### src/rtl/encode_match_ctl.sv
// encode_match_ctl
//   Match-sequencing controller for the LZS encode datapath. Takes the
//   per-byte stream plus 2-byte hash candidates, extends matches one byte at
//   a time through the history read port, and queues literal / match / end
//   tokens in an internal first-word-fall-through FIFO for the bit packer.
//
// Ports
//   clk, rst     clock; asynchronous active-high reset
//   data         current byte (position iidx), qualified by data_valid
//   data_valid   byte strobe
//   iidx         position i of the current byte
//   cand_hit     bytes at cand_ref/cand_ref+1 equal bytes at i-1/i
//   cand_ref     candidate position
//   data_empty   level: stream has ended, no further data_valid
//   hdata        history read data, one cycle after hraddr
//   hraddr       history read address (combinational)
//   dp_hold      back-pressure to the datapath (registered)
//   tok_valid    token FIFO head valid
//   tok_type     00 literal, 01 match, 11 end
//   tok_val      literal: [7:0] byte; match: {len[7:0], off[10:0]}; end: 0
//   tok_ready    pops the FIFO head when tok_valid
//   ovf_err      sticky: token pushed while FIFO full
//   busy         controller between start of stream and end token

module encode_match_ctl #(
    parameter int unsigned LZF_WIDTH   = 20,
    parameter int unsigned MAX_LEN     = 255,
    parameter int unsigned TOK_DEPTH   = 16,
    parameter int unsigned HOLD_MARGIN = 9
) (
    input  logic                 clk,
    input  logic                 rst,
    input  logic [7:0]           data,
    input  logic                 data_valid,
    input  logic [LZF_WIDTH-1:0] iidx,
    input  logic                 cand_hit,
    input  logic [LZF_WIDTH-1:0] cand_ref,
    input  logic                 data_empty,
    input  logic [7:0]           hdata,
    output logic [10:0]          hraddr,
    output logic                 dp_hold,
    output logic                 tok_valid,
    output logic [1:0]           tok_type,
    output logic [18:0]          tok_val,
    input  logic                 tok_ready,
    output logic                 ovf_err,
    output logic                 busy
);

    localparam int unsigned AW = (TOK_DEPTH > 1) ? $clog2(TOK_DEPTH) : 1;
    localparam int unsigned CW = AW + 1;

    localparam logic [CW-1:0]        DEPTH_C    = CW'(TOK_DEPTH);
    localparam logic [CW-1:0]        HOLD_THR   = CW'(TOK_DEPTH - HOLD_MARGIN);
    localparam logic [7:0]           MAX_LEN_C  = 8'(MAX_LEN);
    localparam logic [LZF_WIDTH-1:0] OFF_MIN    = LZF_WIDTH'(2);
    localparam logic [LZF_WIDTH-1:0] OFF_MAX    = LZF_WIDTH'(2047);

    localparam logic [1:0] T_LIT   = 2'b00;
    localparam logic [1:0] T_MATCH = 2'b01;
    localparam logic [1:0] T_END   = 2'b11;

    typedef enum logic [2:0] {
        S_IDLE,
        S_LIT,
        S_MATCH,
        S_FLUSH,
        S_END,
        S_DONE
    } state_t;

    // ------------------------------------------------------------------
    // Sequencer state
    // ------------------------------------------------------------------
    state_t      state, state_nx;
    logic [7:0]  pending, pending_nx;
    logic [7:0]  len, len_nx;
    logic [10:0] off_r, off_nx;
    logic [10:0] ref_nx, ref_nx_nx;
    logic        flush_match, flush_match_nx;

    logic        push;
    logic [20:0] push_tok;
    logic [10:0] hraddr_c;

    // Candidate offset relative to byte i-1; small offsets would read
    // history bytes not yet written, large ones fall outside the window.
    logic [LZF_WIDTH-1:0] off_full;
    logic [LZF_WIDTH-1:0] ref2;
    logic                 usable;

    assign off_full = iidx - LZF_WIDTH'(1) - cand_ref;
    assign ref2     = cand_ref + LZF_WIDTH'(2);
    assign usable   = cand_hit && (off_full >= OFF_MIN) && (off_full <= OFF_MAX);

    always_ff @(posedge clk or posedge rst) begin
        if (rst) begin
            state       <= S_IDLE;
            pending     <= '0;
            len         <= '0;
            off_r       <= '0;
            ref_nx      <= '0;
            flush_match <= 1'b0;
        end else begin
            state       <= state_nx;
            pending     <= pending_nx;
            len         <= len_nx;
            off_r       <= off_nx;
            ref_nx      <= ref_nx_nx;
            flush_match <= flush_match_nx;
        end
    end

    always_comb begin
        state_nx       = state;
        pending_nx     = pending;
        len_nx         = len;
        off_nx         = off_r;
        ref_nx_nx      = ref_nx;
        flush_match_nx = flush_match;
        push           = 1'b0;
        push_tok       = '0;
        hraddr_c       = '0;

        case (state)
            S_IDLE: begin
                if (data_valid) begin
                    pending_nx = data;
                    state_nx   = S_LIT;
                end else if (data_empty) begin
                    state_nx = S_END;
                end
            end

            S_LIT: begin
                if (data_valid) begin
                    if (usable) begin
                        // pending byte becomes the first byte of the match
                        len_nx    = 8'd2;
                        off_nx    = off_full[10:0];
                        ref_nx_nx = ref2[10:0];
                        hraddr_c  = ref2[10:0];
                        state_nx  = S_MATCH;
                    end else begin
                        push       = 1'b1;
                        push_tok   = {T_LIT, 11'd0, pending};
                        pending_nx = data;
                    end
                end else if (data_empty) begin
                    flush_match_nx = 1'b0;
                    state_nx       = S_FLUSH;
                end
            end

            S_MATCH: begin
                hraddr_c = ref_nx;
                if (data_valid) begin
                    if ((hdata == data) && (len < MAX_LEN_C)) begin
                        len_nx    = len + 8'd1;
                        ref_nx_nx = ref_nx + 11'd1;
                        // next compare byte must be requested this cycle
                        hraddr_c  = ref_nx + 11'd1;
                    end else begin
                        push       = 1'b1;
                        push_tok   = {T_MATCH, len, off_r};
                        pending_nx = data;
                        state_nx   = S_LIT;
                    end
                end else if (data_empty) begin
                    flush_match_nx = 1'b1;
                    state_nx       = S_FLUSH;
                end
            end

            S_FLUSH: begin
                push     = 1'b1;
                push_tok = flush_match ? {T_MATCH, len, off_r}
                                       : {T_LIT, 11'd0, pending};
                state_nx = S_END;
            end

            S_END: begin
                push     = 1'b1;
                push_tok = {T_END, 19'd0};
                state_nx = S_DONE;
            end

            S_DONE: begin
                state_nx = S_DONE;
            end

            default: begin
                state_nx = S_IDLE;
            end
        endcase
    end

    assign hraddr = hraddr_c;
    assign busy   = (state != S_IDLE) && (state != S_DONE);

    // ------------------------------------------------------------------
    // Token FIFO with registered head
    // ------------------------------------------------------------------
    logic [20:0]   mem [TOK_DEPTH];
    logic [AW-1:0] wr_ptr, rd_ptr, rd_ptr_nx;
    logic [CW-1:0] count, count_nx, remain;
    logic          pop, full, wr_en, ovf_set;
    logic          head_valid, head_valid_nx;
    logic [20:0]   head, head_nx;
    logic          hold_r, ovf_r;

    assign pop     = head_valid && tok_ready;
    assign full    = (count == DEPTH_C);
    assign wr_en   = push && (!full || pop);
    assign ovf_set = push && full && !pop;

    // The head register is reloaded every cycle from the entry that will be
    // at the read pointer; when that entry is the one being pushed right now
    // (FIFO drains to empty this cycle) it is taken straight from push_tok.
    always_comb begin
        rd_ptr_nx = pop ? (rd_ptr + AW'(1)) : rd_ptr;
        remain    = pop ? (count - CW'(1)) : count;
        count_nx  = wr_en ? (remain + CW'(1)) : remain;
        head_nx   = '0;
        if (remain != '0) begin
            head_nx = mem[rd_ptr_nx];
        end else if (wr_en) begin
            head_nx = push_tok;
        end
        head_valid_nx = (count_nx != '0);
    end

    always_ff @(posedge clk) begin
        if (wr_en) begin
            mem[wr_ptr] <= push_tok;
        end
    end

    always_ff @(posedge clk or posedge rst) begin
        if (rst) begin
            wr_ptr     <= '0;
            rd_ptr     <= '0;
            count      <= '0;
            head_valid <= 1'b0;
            head       <= '0;
            hold_r     <= 1'b0;
            ovf_r      <= 1'b0;
        end else begin
            if (wr_en) begin
                wr_ptr <= wr_ptr + AW'(1);
            end
            rd_ptr     <= rd_ptr_nx;
            count      <= count_nx;
            head_valid <= head_valid_nx;
            head       <= head_nx;
            hold_r     <= (count >= HOLD_THR);
            if (ovf_set) begin
                ovf_r <= 1'b1;
            end
        end
    end

    assign tok_valid = head_valid;
    assign tok_type  = head[20:19];
    assign tok_val   = head[18:0];
    assign dp_hold   = hold_r;
    assign ovf_err   = ovf_r;

endmodule

### config.mk
export PLATFORM = sky130hd
export DESIGN_NAME = encode_match_ctl
export DESIGN_NICKNAME = d
export VERILOG_FILES = /design/src/rtl/encode_match_ctl.sv
export SDC_FILE = /design/constraint.sdc
export NUM_CORES = 1
export LEC_CHECK = 0
export BUFFER_PORTS_ARGS = -buffer_cell sky130_fd_sc_hd__buf_4
export CAP_MARGIN = 20
export CORE_ASPECT_RATIO = 1.2
export CORE_MARGIN = 4
export CORE_UTILIZATION = 55
export DETAILED_ROUTE_END_ITERATION = 7
export PLACE_DENSITY = 0.8
export SLEW_MARGIN = 15
export SYNTH_ARGS = -nofsm -noshare
export SYNTH_HDL_FRONTEND = slang
export SYNTH_SLANG_ARGS = --single-unit
### constraint.sdc
create_clock -name clk -period 6.24 [get_ports clk]
set_input_delay 0.312 -clock clk [delete_from_list [all_inputs] [get_ports clk]]
set_output_delay 0.312 -clock clk [all_outputs]
set_load 0.1 [all_outputs]
### Yosys cells after proc, flatten, opt, wreduce, memory -nomap -nowiden

Memory sizes are Yosys's and may differ from the RTL's.
Cells that the tools add are included.

* add/sub/neg operators: 9
* multiply operators: 0
* div/mod/pow operators: 0
* $lt $le $gt $ge: 4
* equality and inequality tests: 22
* shift operators: 0
* multiplexer cells: 50
* bitwise operators: 0
* reductions and logical operators: 25

Operators by type and width (number)
* $mux 8: 11
* $pmux 21 s4: 1
* $mux 11: 6
* $mux 20: 3
* $pmux 11 s2: 2
* $mux 21: 2
* $pmux 8 s3: 1
* $ne 2x2->1 const B: 11
* $mux 3: 7
* $ge 20x2->1 const B: 1
* $le 20x11->1 const B: 1
* $sub 20x1->20 const B: 1
* $sub 20x20->20: 1
* $pmux 8 s2: 1
* $pmux 3 s5: 1
* $ne 3x3->1 const B: 4
* $add 11x1->11 const B: 1
* $add 11x2->11 const B: 1
* $mux 1: 10
* $mux 5: 2
* $reduce_and 5->1: 2
* $reduce_bool 5->1: 2
* $reduce_and 3->1: 3
* $add 4x1->4 const B: 2
* other kinds (21): 33

* register bits after elaboration: 79
* bits in latches: 0
* RAM bits: 336
* ROM bits: 0
* input bits: 62
* output and inout bits: 36
* logic and storage cells: 124
* memories: 1

Memory list
* mem: words 16, bits a word 21, read ports 1, clocked after Yosys merged registers in 0, wr ports 1, RTL line 204 `logic [20:0] mem [TOK_DEPTH];`

### Logic depth before layout (Yosys ltp)

Gate-level depths: netlist of the first run.

* depth after elaboration: 11
* mapped depth: 15
* mapped depth without buffers: 13

### Worst setup path after synthesis of the first run

Ideal clock, no wire load.

* kind: input to output
* start point: input port cand_ref[0]
* end point: output port hraddr[10]
* arrival time: 4736 ps
* data required time: 5928 ps
* path slack: 1192 ps
* stages: 14
* buffers on the path: 2
* path through: inv_1 -> ha_1 -> fa_1 -> a21o_1 -> a221oi_4 -> o22ai_1 -> nor2_1 -> a211oi_1 -> or4_4 -> nor4_4 -> nand2_1 -> buf_2 -> buf_2 -> o22ai_1

* cells in the longest elaborated chain, start to end: 7
* elaborated cells on any way between the ends: 9
* classes of those cells: 2 x add/sub; 2 x order compare; 3 x mux; 2 x reduce/logical

Ends and longest elaborated chain
* start: declaration: RTL line 37 `input logic [LZF_WIDTH-1:0] cand_ref,`
* $sub 20x20->20: RTL line 92 `assign off_full = iidx - LZF_WIDTH'(1) - cand_ref;`
* $ge 20x2->1: RTL line 94 `assign usable = cand_hit && (off_full >= OFF_MIN) && (off_full <= OFF_MAX);`
* $logic_and 1x1->1 (2 in series): RTL line 94
* $mux 11 (*): RTL line 137 `if (usable) begin`
* $mux 11 (*): RTL line 136 `if (data_valid) begin`
* $pmux 11 s2 (*): RTL line 125 `case (state)`
* end: declaration: RTL line 40 `output logic [10:0] hraddr,`

Mark *: on every way between the ends. The rest lies on a longest branch, timed or not.

### Worst setup path after layout of the first run

* start point: input port cand_ref[0]
* end point: output port hraddr[0]

The elaborated chain is that of the path after synthesis.

==> results of run 1 <==
sequential cells by signal (all words and copies together) (netlist names), 3 cells and up:
| register | flops |
|---|---|
| count | 5 |
| len | 8 |
| mem | 336 |
| pending | 8 |
| rd_ptr | 4 |
| state | 3 |
| ref_nx | 11 |
| wr_ptr | 4 |
| head | 21 |
| off_r | 11 |
cell families after synthesis:
kind of cell               count (synthesis)  share of synthesized area
AOI/OAI and AO/OA                        144                    0.05881
adders and majority gates                 32                    0.02240
and+or+nand+nor                          237                    0.06561
muxes                                    138                     0.1448
DFF                                      415                     0.6625
xor gates and xnor gates                  58                    0.02789
buffers and inverters                     84                    0.01800
final cells by class:
type                    count  area share
inverters                  36    0.006538
well taps                 407     0.02441
clock inverters            23     0.01236
repair buffers            124     0.04594
clock buffers              47     0.05074
multi-input cells         609      0.2816
flip-flops and latches    415      0.5784
metal layers:
layer  global-route usage  wire, um
met4              0.08604      1435
met3              0.03789      3207
met2               0.3942     21370
met5                    0         0
met1               0.3135     15960
final timing paths:
path	startpoint	cells past startpoint	slack, ns	to
max in group asynchronous	rst	4	4.77	head[11]
setup / recovery	cand_ref[0]	14	1.26	hraddr[0]
min in group asynchronous	rst	3	0.23	ref_nx[7]
hold / removal	data[0]	2	0.04	pending[0]
setup reg to reg	len[0]	9	2.32	mem[7][17]
hold reg to reg	ovf_err	1	0.47	ovf_err
metrics by stage:
step | instances | setup slack (ns) | hold WS (ns) | area (um2)
6_report | 1661 | 1.260 | 0.03921 | 20860
5_1_grt | 1661 | 1.031 | 0.02696 | 20860
4_1_cts | 1661 | 1.296 | 0.01373 | 20860
3_5_place_dp | 1590 | 1.233 | 0.2355 | 19530
3_3_place_gp | 1590 | 1.390 | 0.2304 | 19530
2_1_floorplan | 1108 | 1.192 | 0.4391 | 18210
power groups by stage:
stage                     clock (mW)  sequential, mW  combinational [mW]
after floorplan                    0            3.58                1.34
after global placement             0            3.17                2.30
after detailed placement           0            3.17                2.31
after CTS                       2.48            3.11                2.32
after global routing            2.61            3.12                2.43
final                           2.45            3.11                2.29
synth_stat cells (13+ instances only):
cell type / count / area, um2
inv_1: 35 / 131.4
ha_1: 31 / 387.9
mux2_2: 23 / 259.0
o21ai_0: 19 / 95.09
mux2i_1: 17 / 170.2
a21oi_1: 25 / 125.1
and3_1: 22 / 137.6
mux4_2: 98 / 2207
edfxtp_1: 336 / 10090
xnor2_1: 40 / 350.3
a21o_1: 13 / 97.59
nor2_1: 48 / 180.2
xor2_1: 18 / 157.7
nand4_1: 17 / 106.4
dfrtp_1: 79 / 1977
and2_1: 19 / 118.9
o22ai_1: 13 / 81.33
nor3_1: 15 / 75.07
clkbuf_1: 32 / 120.1
nand2_1: 70 / 262.8
what timing repair did:
item	in CTS	in global routing
hold endpoints to repair	10	0
hold buffers	1	0
buffers inserted	0	0
==> reports/results.ini, run 1 <==
[placed_design]
dp_hpwl_um = 24950
gp_congestion = 0.8693
port_buffers = 97

[timing]
setup_viol = 0
slew_headroom = 0.3190
skew_ns = 0.01692
rsz0062_at_grt = no
timing.setup.tns_ns = 0
max_freq_mhz = 200.8
final-hold-violation-count = 0
worst_pin_slew_ns = 1.021
period_share = 0.7980
fin_crit_ns = 4.980
final_max_slew_viol_count = 0

[critical_path]
cp.arrival_ns = 4.67
cp-start-kind = primary input
worstPathRequired_ns = 5.93
cp_cell_sequence = buf_4 -> inv_1 -> ha_1 -> fa_1 -> a21o_1 -> a221oi_4 -> o22ai_1 -> nor2_1 -> a211oi_1 -> or4_4 -> nor4_4 -> nand2_1 -> o22ai_1 -> buf_4
critPathKind = primary input to primary output
worstPathMaxFanout = 30
worst_setup_path_end_kind = primary output
slowest_stage = nand2_1
cp_num_buf_inv = 3
crit_family = simple AND/OR/NAND/NOR gates
slowest_delay_ns = 0.70

[power_and_ir_drop]
p_clk_frac = 0.312
power_density_mw_per_mm2 = 376.4
p_seq_frac = 0.396
power.switching_mw = 2.536
p_comb_frac = 0.292
p_leak_nw = 6.657
switching_share = 0.3230
internal-power_mw = 5.316
ir_worst_vdd_uv = 457.5
finalPower_mw = 7.852

[clock_tree]
clk_latency_ns = 0.54
cts_buffer_depth = 3
cts_root_buffer = clkbuf_16
clock-sinks = 415
cts_tree = built
cts_buffers = 39
cts_resized = 0
ctsHtreeMaxLevel = 2
clkTransAtPathRegs_ns = 0.06

[grt]
grt_max_degree = 73
grt_pass1_vias = 11027
antenna_found_initial = 0
grt_usage = 0.2346
grt_pass1_wl_um = 65250
grt_overflow = 0

[die]
io_pins = 98
design.core.area_mm2 = 0.03243
start_util = 0.5616
die_h_um = 207.3
die-area_mm2 = 0.03610
rows = 72
die_w_um = 174.1

[finish]
layout_common_cells = edfxtp_1, buf_4, mux4_2
final_common_cell = edfxtp_1
fin_util = 0.6432
multi_input_area_mm2 = 0.005874
n_fill_cell = 2212
drive_gt1_frac = 0.2624
seqCellArea_mm2 = 0.01207
area_growth_pct = 14.54
nets = 1319
antenna_cells = 0

[logic_synthesis]
synth_cells = 1108
synth_seq_area_share = 0.6625
synth_ff_type = edfxtp_1
ys_warn_count = 0
synthArstFlopShare = 0.1904
avgSynthCellArea_um2 = 16.44
synth_edf_count = 336
syn-num-nets = 1202
syn-cell-area_mm2 = 0.01821
ys_ff_latch = 415
yosys.cell_types.count = 71

[drt]
vias = 10463
wl_per_cell_um = 25.27
drt_pass1_iterations = 5
drtIter0Drc = 1121
routed_via_density = 6.299
postRouteAntennaNets = 0
routed_wl_um = 41980
drc = 0

[min_path]
worstHoldPathType = primary input to flip-flop

[run_status]
status = finished, final reports clean

[flow_run]
drv_cap = 0

(Power assumes the default switching activity.)
==> run 2, diff against run 1 <==
- PLACE_DENSITY: 0.8 -> 0.83
- clock period: 6.24 -> 4.48 ns (I/O delays scaled with it)
==> reports/results.ini, run 2 (synthesis gave the netlist of run 1 again) <==
[power_and_ir_drop]
p_leak_nw = 6.734  ; +1.2%
finalPower_mw = 10.76  ; +37%
ir_worst_vdd_uv = 410.5  ; -10%
power_density_mw_per_mm2 = 510.5  ; +36%

[grt]
grt_usage = 0.2319  ; -0.002741
grt_max_degree = 63  ; -14%
antenna_found_initial = 0  ; unchanged
grt_pass1_wl_um = 64080  ; -1.8%
grt_overflow = 0  ; unchanged
grt_pass1_vias = 10793  ; -2.1%

[drt]
postRouteAntennaNets = 0  ; unchanged
routed_via_density = 6.322  ; +0.37%
drtIter0Drc = 1092  ; -2.6%
wl_per_cell_um = 25.06  ; -0.86%
drt_pass1_iterations = 5  ; unchanged
drc = 0  ; unchanged
routed_wl_um = 42120  ; +0.33%
vias = 10628  ; +1.6%

[finish]
reg_top3 = mem x336, head x21
layout_common_cells = edfxtp_1, buf_4, mux4_2
fin_util = 0.6502  ; +0.006983
drive_gt1_frac = 0.2645  ; +0.002161
stdcell_count = 1681  ; +1.2%
final_common_cell = edfxtp_1
multi_input_area_mm2 = 0.005893  ; +0.32%
nets = 1339  ; +1.5%
top_register = mem
largest_register_ffs = 336  ; unchanged
seqCellArea_mm2 = 0.01207  ; unchanged
area_growth_pct = 15.79
antenna_cells = 0  ; unchanged
n_fill_cell = 2147  ; -2.9%

[placed_design]
dp_hpwl_um = 25560  ; +2.5%
port_buffers = 97  ; unchanged
gp_congestion = 0.8718  ; +0.29%
dp_cells = 1602  ; +0.75%

[clock_tree]
cts_tree = built
hold_buffers = 10  ; +9
cts_buffers = 38  ; -2.6%
ctsHtreeMaxLevel = 2  ; unchanged
clkTransAtPathRegs_ns = 0.06  ; about the same
cts_setup_buffers = 0  ; unchanged
cts_root_buffer = clkbuf_16
cts_buffer_depth = 3  ; unchanged
clock-sinks = 415  ; unchanged
cts_resized = 0  ; unchanged
clk_latency_ns = 0.54  ; about the same

[timing]
setup_viol = 0  ; unchanged
final_max_slew_viol_count = 0  ; unchanged
rsz0062_at_grt = no
slew_headroom = 0.3101  ; -0.008938
skew_ns = 0.02857  ; +0.01166 ns
worst_pin_slew_ns = 1.027  ; +0.005505 ns
final-hold-violation-count = 0  ; unchanged
max_freq_mhz = 238.7
timing.setup.tns_ns = 0  ; unchanged
fin_crit_ns = 4.190
period_share = 0.9352

[critical_path]
worst_setup_path_end_kind = primary output
cp.arrival_ns = 3.97  ; -0.70 ns
worstPathMaxFanout = 14  ; -53%
cp-start-kind = primary input
critPathKind = primary input to primary output
worstPathRequired_ns = 4.26  ; -1.67 ns

[die]
die_h_um = 207.3  ; unchanged
start_util = 0.5616  ; unchanged
design.core.area_mm2 = 0.03243  ; unchanged
die-area_mm2 = 0.03610  ; unchanged
io_pins = 98  ; unchanged
rows = 72  ; unchanged
die_w_um = 174.1  ; unchanged

[run_status]
status = finished, final reports clean

[flow_run]
drv_cap = 0  ; unchanged

[min_path]
worstHoldPathType = primary input to flip-flop

## run 2: worst max-delay path, stage by stage
cell	delay, ns
buf_4	0.09
inv_1	0.05
ha_1	0.23
fa_1	0.41
a21o_1	0.21
a221oi_4	0.32
o22ai_1	0.16
nor2_1	0.20
a211oi_1	0.10
or4_4	0.57
nor4_4	0.39
nand2_1	0.38
o22ai_1	0.29
buf_4	0.34
## run 2: final timing paths
kind	startpoint	endpoint	slack, ns	cells after the start
max	cand_ref[0]	hraddr[9]	0.29	14
min	cand_ref[1]	ref_nx[1]	0.07	3
max reg2reg	len[0]	head[8]	1.07	9
min reg2reg	off_r[1]	off_r[1]	0.48	2
max in group asynchronous	rst	dp_hold	3.04	4
min in group asynchronous	rst	head[14]	0.42	3
## run 2: metrics by stage
step	hold WS (ns)	setup WS (ns)	area, um2
6_report	0.06721	0.2905	21090
5_1_grt	0.06434	0.06253	21090
4_1_cts	0.03604	0.3293	21090
3_5_place_dp	0.4436	0.2613	19780
3_3_place_gp	0.4346	0.3102	19780
2_1_floorplan	0.3744	-0.3924	18230
## run 2: cell type report
| class | count | area share |
|---|---|---|
| inverters | 36 | 0.006467 |
| multi-input cells | 609 | 0.2795 |
| clock inverters | 19 | 0.008959 |
| flip-flops and latches | 415 | 0.5722 |
| well taps | 407 | 0.02415 |
| clock buffers | 50 | 0.04824 |
| repair buffers | 145 | 0.06052 |
## run 2: metal layers
metal	vias to the layer above	track usage	routed length, um	share of wire
met5	-	0	0	0
met2	549	0.3990	21710	0.52
met4	0	0.07921	1348	0.032
met3	88	0.03515	3271	0.078
met1	5364	0.3053	15780	0.37
li1	4627	-	-	-
## run 2: power breakdown
part	leakage, nW	internal, mW	total, mW	switching, mW
combinational	2.82	1.21	3.27	2.06
clock	0.589	1.79	3.14	1.35
sequential	3.33	4.25	4.35	0.102
total	6.73	7.25	10.8	3.52
==> run 3, diff against run 2 <==
- CTS_BUF_LIST: unset -> sky130_fd_sc_hd__clkbuf_8
- PLACE_DENSITY: 0.83 -> 0.8
- clock period: 4.48 -> 3.91 ns (I/O delays scaled with it)
==> reports/results.ini, run 3 (synthesis gave the netlist of run 1 again) <==
[run_status]
status = finished, final reports clean

[timing]
skew_ns = 0.02492  ; -0.003655 ns
rsz0062_at_grt = no
period_share = 0.9497
worst_pin_slew_ns = 0.8078  ; -0.2192 ns
worst_slack_ns = 0.1968  ; -0.09366 ns
timing.setup.tns_ns = 0  ; unchanged
final_max_slew_viol_count = 0  ; unchanged
final-hold-violation-count = 0  ; unchanged
slew_headroom = 0.4594  ; +0.1494
max_freq_mhz = 269.3
setup_viol = 0  ; unchanged
fin_crit_ns = 3.713

[finish]
nets = 1380  ; +3.1%
area_growth_pct = 17.72
n_fill_cell = 2135  ; -0.56%
top_register = mem
antenna_cells = 0  ; unchanged
reg_top3 = mem x336, head x21
multi_input_area_mm2 = 0.005967  ; +1.3%
final_common_cell = edfxtp_1
layout_common_cells = edfxtp_1, buf_4, mux4_2
fin_util = 0.6611  ; +0.01084
fin_area_mm2 = 0.02144  ; +1.7%
drive_gt1_frac = 0.2924  ; +0.02792
largest_register_ffs = 336  ; unchanged
seqCellArea_mm2 = 0.01207  ; unchanged

[clock_tree]
cts_buffers = 59  ; +55%
ctsHtreeMaxLevel = 2  ; unchanged
clkTransAtPathRegs_ns = 0.07  ; about the same
cts_tree = built
clk_latency_ns = 0.62  ; +0.08 ns
clock-sinks = 415  ; unchanged
cts_buffer_depth = 3  ; unchanged
cts_root_buffer = clkbuf_8

[drt]
drtIter0Drc = 986  ; -9.7%
wl_per_cell_um = 23.25  ; -7.2%
drt_pass1_iterations = 5  ; unchanged
wl_met3_um = 3196  ; -2.3%
routed_via_density = 6.106  ; -3.4%
drc = 0  ; unchanged
routed_wl_um = 40540  ; -3.7%
drt-met1-wl_um = 15500  ; -1.8%
vias = 10648  ; +0.19%
postRouteAntennaNets = 0  ; unchanged
top_layer_used = met5
wl_met2_um = 20660  ; -4.8%

[placed_design]
port_buffers = 97  ; unchanged
dp_hpwl_um = 27130  ; +6.1%
place_ws_ns = -0.1479  ; -0.4092 ns
placed_area_mm2 = 0.02007  ; +1.5%
gp_congestion = 0.8544  ; -2.0%

[grt]
grt_pass1_wl_um = 64580  ; +0.79%
grt_usage = 0.2293  ; -0.002551
antenna_found_initial = 1  ; +1
grt_pass1_vias = 11235  ; +4.1%
grt_overflow = 0  ; unchanged
grt_max_degree = 49  ; -22%

[power_and_ir_drop]
internal-power_mw = 8.058  ; +11%
p_leak_nw = 6.923  ; +2.8%
power_density_mw_per_mm2 = 565.1  ; +11%
p_comb_frac = 0.308  ; +0.004
p_clk_frac = 0.280  ; -0.012
ir_worst_vdd_uv = 530.6  ; +29%
power.switching_mw = 4.057  ; +15%
switching_share = 0.3349  ; +0.008216
finalPower_mw = 12.12  ; +13%
p_seq_frac = 0.411  ; +0.007

[die]
start_util = 0.5616  ; unchanged
die_w_um = 174.1  ; unchanged
die_h_um = 207.3  ; unchanged
rows = 72  ; unchanged
die-area_mm2 = 0.03610  ; unchanged
io_pins = 98  ; unchanged
design.core.area_mm2 = 0.03243  ; unchanged

[critical_path]
worstPathMaxFanout = 13  ; -1
cp.arrival_ns = 3.52  ; -0.45 ns
cp-start-kind = primary input
worstPathRequired_ns = 3.71  ; -0.55 ns
rr_startpoint = len[0]
critPathKind = primary input to primary output
worst_setup_path_end_kind = primary output
startpoint = cand_ref[0]

[min_path]
min_from = cand_ref[3]
worstHoldPathType = primary input to flip-flop

[flow_run]
drv_cap = 0  ; unchanged

-- run 3: layout make-up --
class	instances	share of cell area
Sequential cell	415	0.5628
Multi-Input combinational cell	609	0.2783
Timing Repair Buffer	165	0.07283
Clock buffer	63	0.04044
Tap cell	407	0.02375
Clock inverter	49	0.01547
Inverter	36	0.006361
-- run 3: final timing paths --
path | to | slack [ns] | cells after the start
min in group asynchronous | len[0] | 0.60 | 4
worst min register to register | ovf_err | 0.47 | 1
worst min-delay path | ref_nx[3] | 0.08 | 4
worst max-delay path | hraddr[5] | 0.20 | 15
max in group asynchronous | dp_hold | 2.41 | 5
worst max register to register | mem[14][9] | 0.82 | 10
-- run 3: power by group through the flow --
| stage | Combinational [mW] | Clock [mW] | Sequential, mW |
|---|---|---|---|
| 2_1_floorplan | 2.14 | 0 | 5.72 |
| 3_3_place_gp | 3.68 | 0 | 5.08 |
| 3_5_place_dp | 3.75 | 0 | 5.08 |
| 4_1_cts | 3.78 | 3.45 | 4.99 |
| 5_1_grt | 3.97 | 3.69 | 5.00 |
| 6_report | 3.74 | 3.39 | 4.98 |
-- run 3: critical path, stage by stage --
cell      delay [ns]
buf_4           0.08
inv_1           0.06
ha_1            0.23
fa_1            0.42
a21o_1          0.22
a221oi_4        0.25
o22ai_1         0.15
nor2_1          0.17
a211oi_1        0.09
or4_4           0.57
nor4_4          0.23
nand2_1         0.17
buf_12          0.19
o22ai_4         0.17
buf_4           0.31
-- run 3: through the flow --
stage                     hold WS, ns  instances
after floorplan                0.3459       1108
after global placement        0.09948       1616
after detailed placement       0.1032       1616
after CTS                     0.03271       1744
after global routing          0.07293       1744
final                         0.08268       1744
-- run 3: metal layers --
| metal | global-route usage | vias up |
|---|---|---|
| li1 | - | 4726 |
| met1 | 0.3053 | 5342 |
| met2 | 0.3874 | 486 |
| met3 | 0.04463 | 92 |
| met4 | 0.07102 | 2 |
| met5 | 0 | - |
-- run 3: repair_timing --
item / 4_1_cts / 5_1_grt
gates resized for setup: 0 / 2
endpoints found under the setup margin: 0 / 2
hold endpoints to repair: 93 / 0
hold buffers: 16 / 0
buffers inserted: 0 / 0
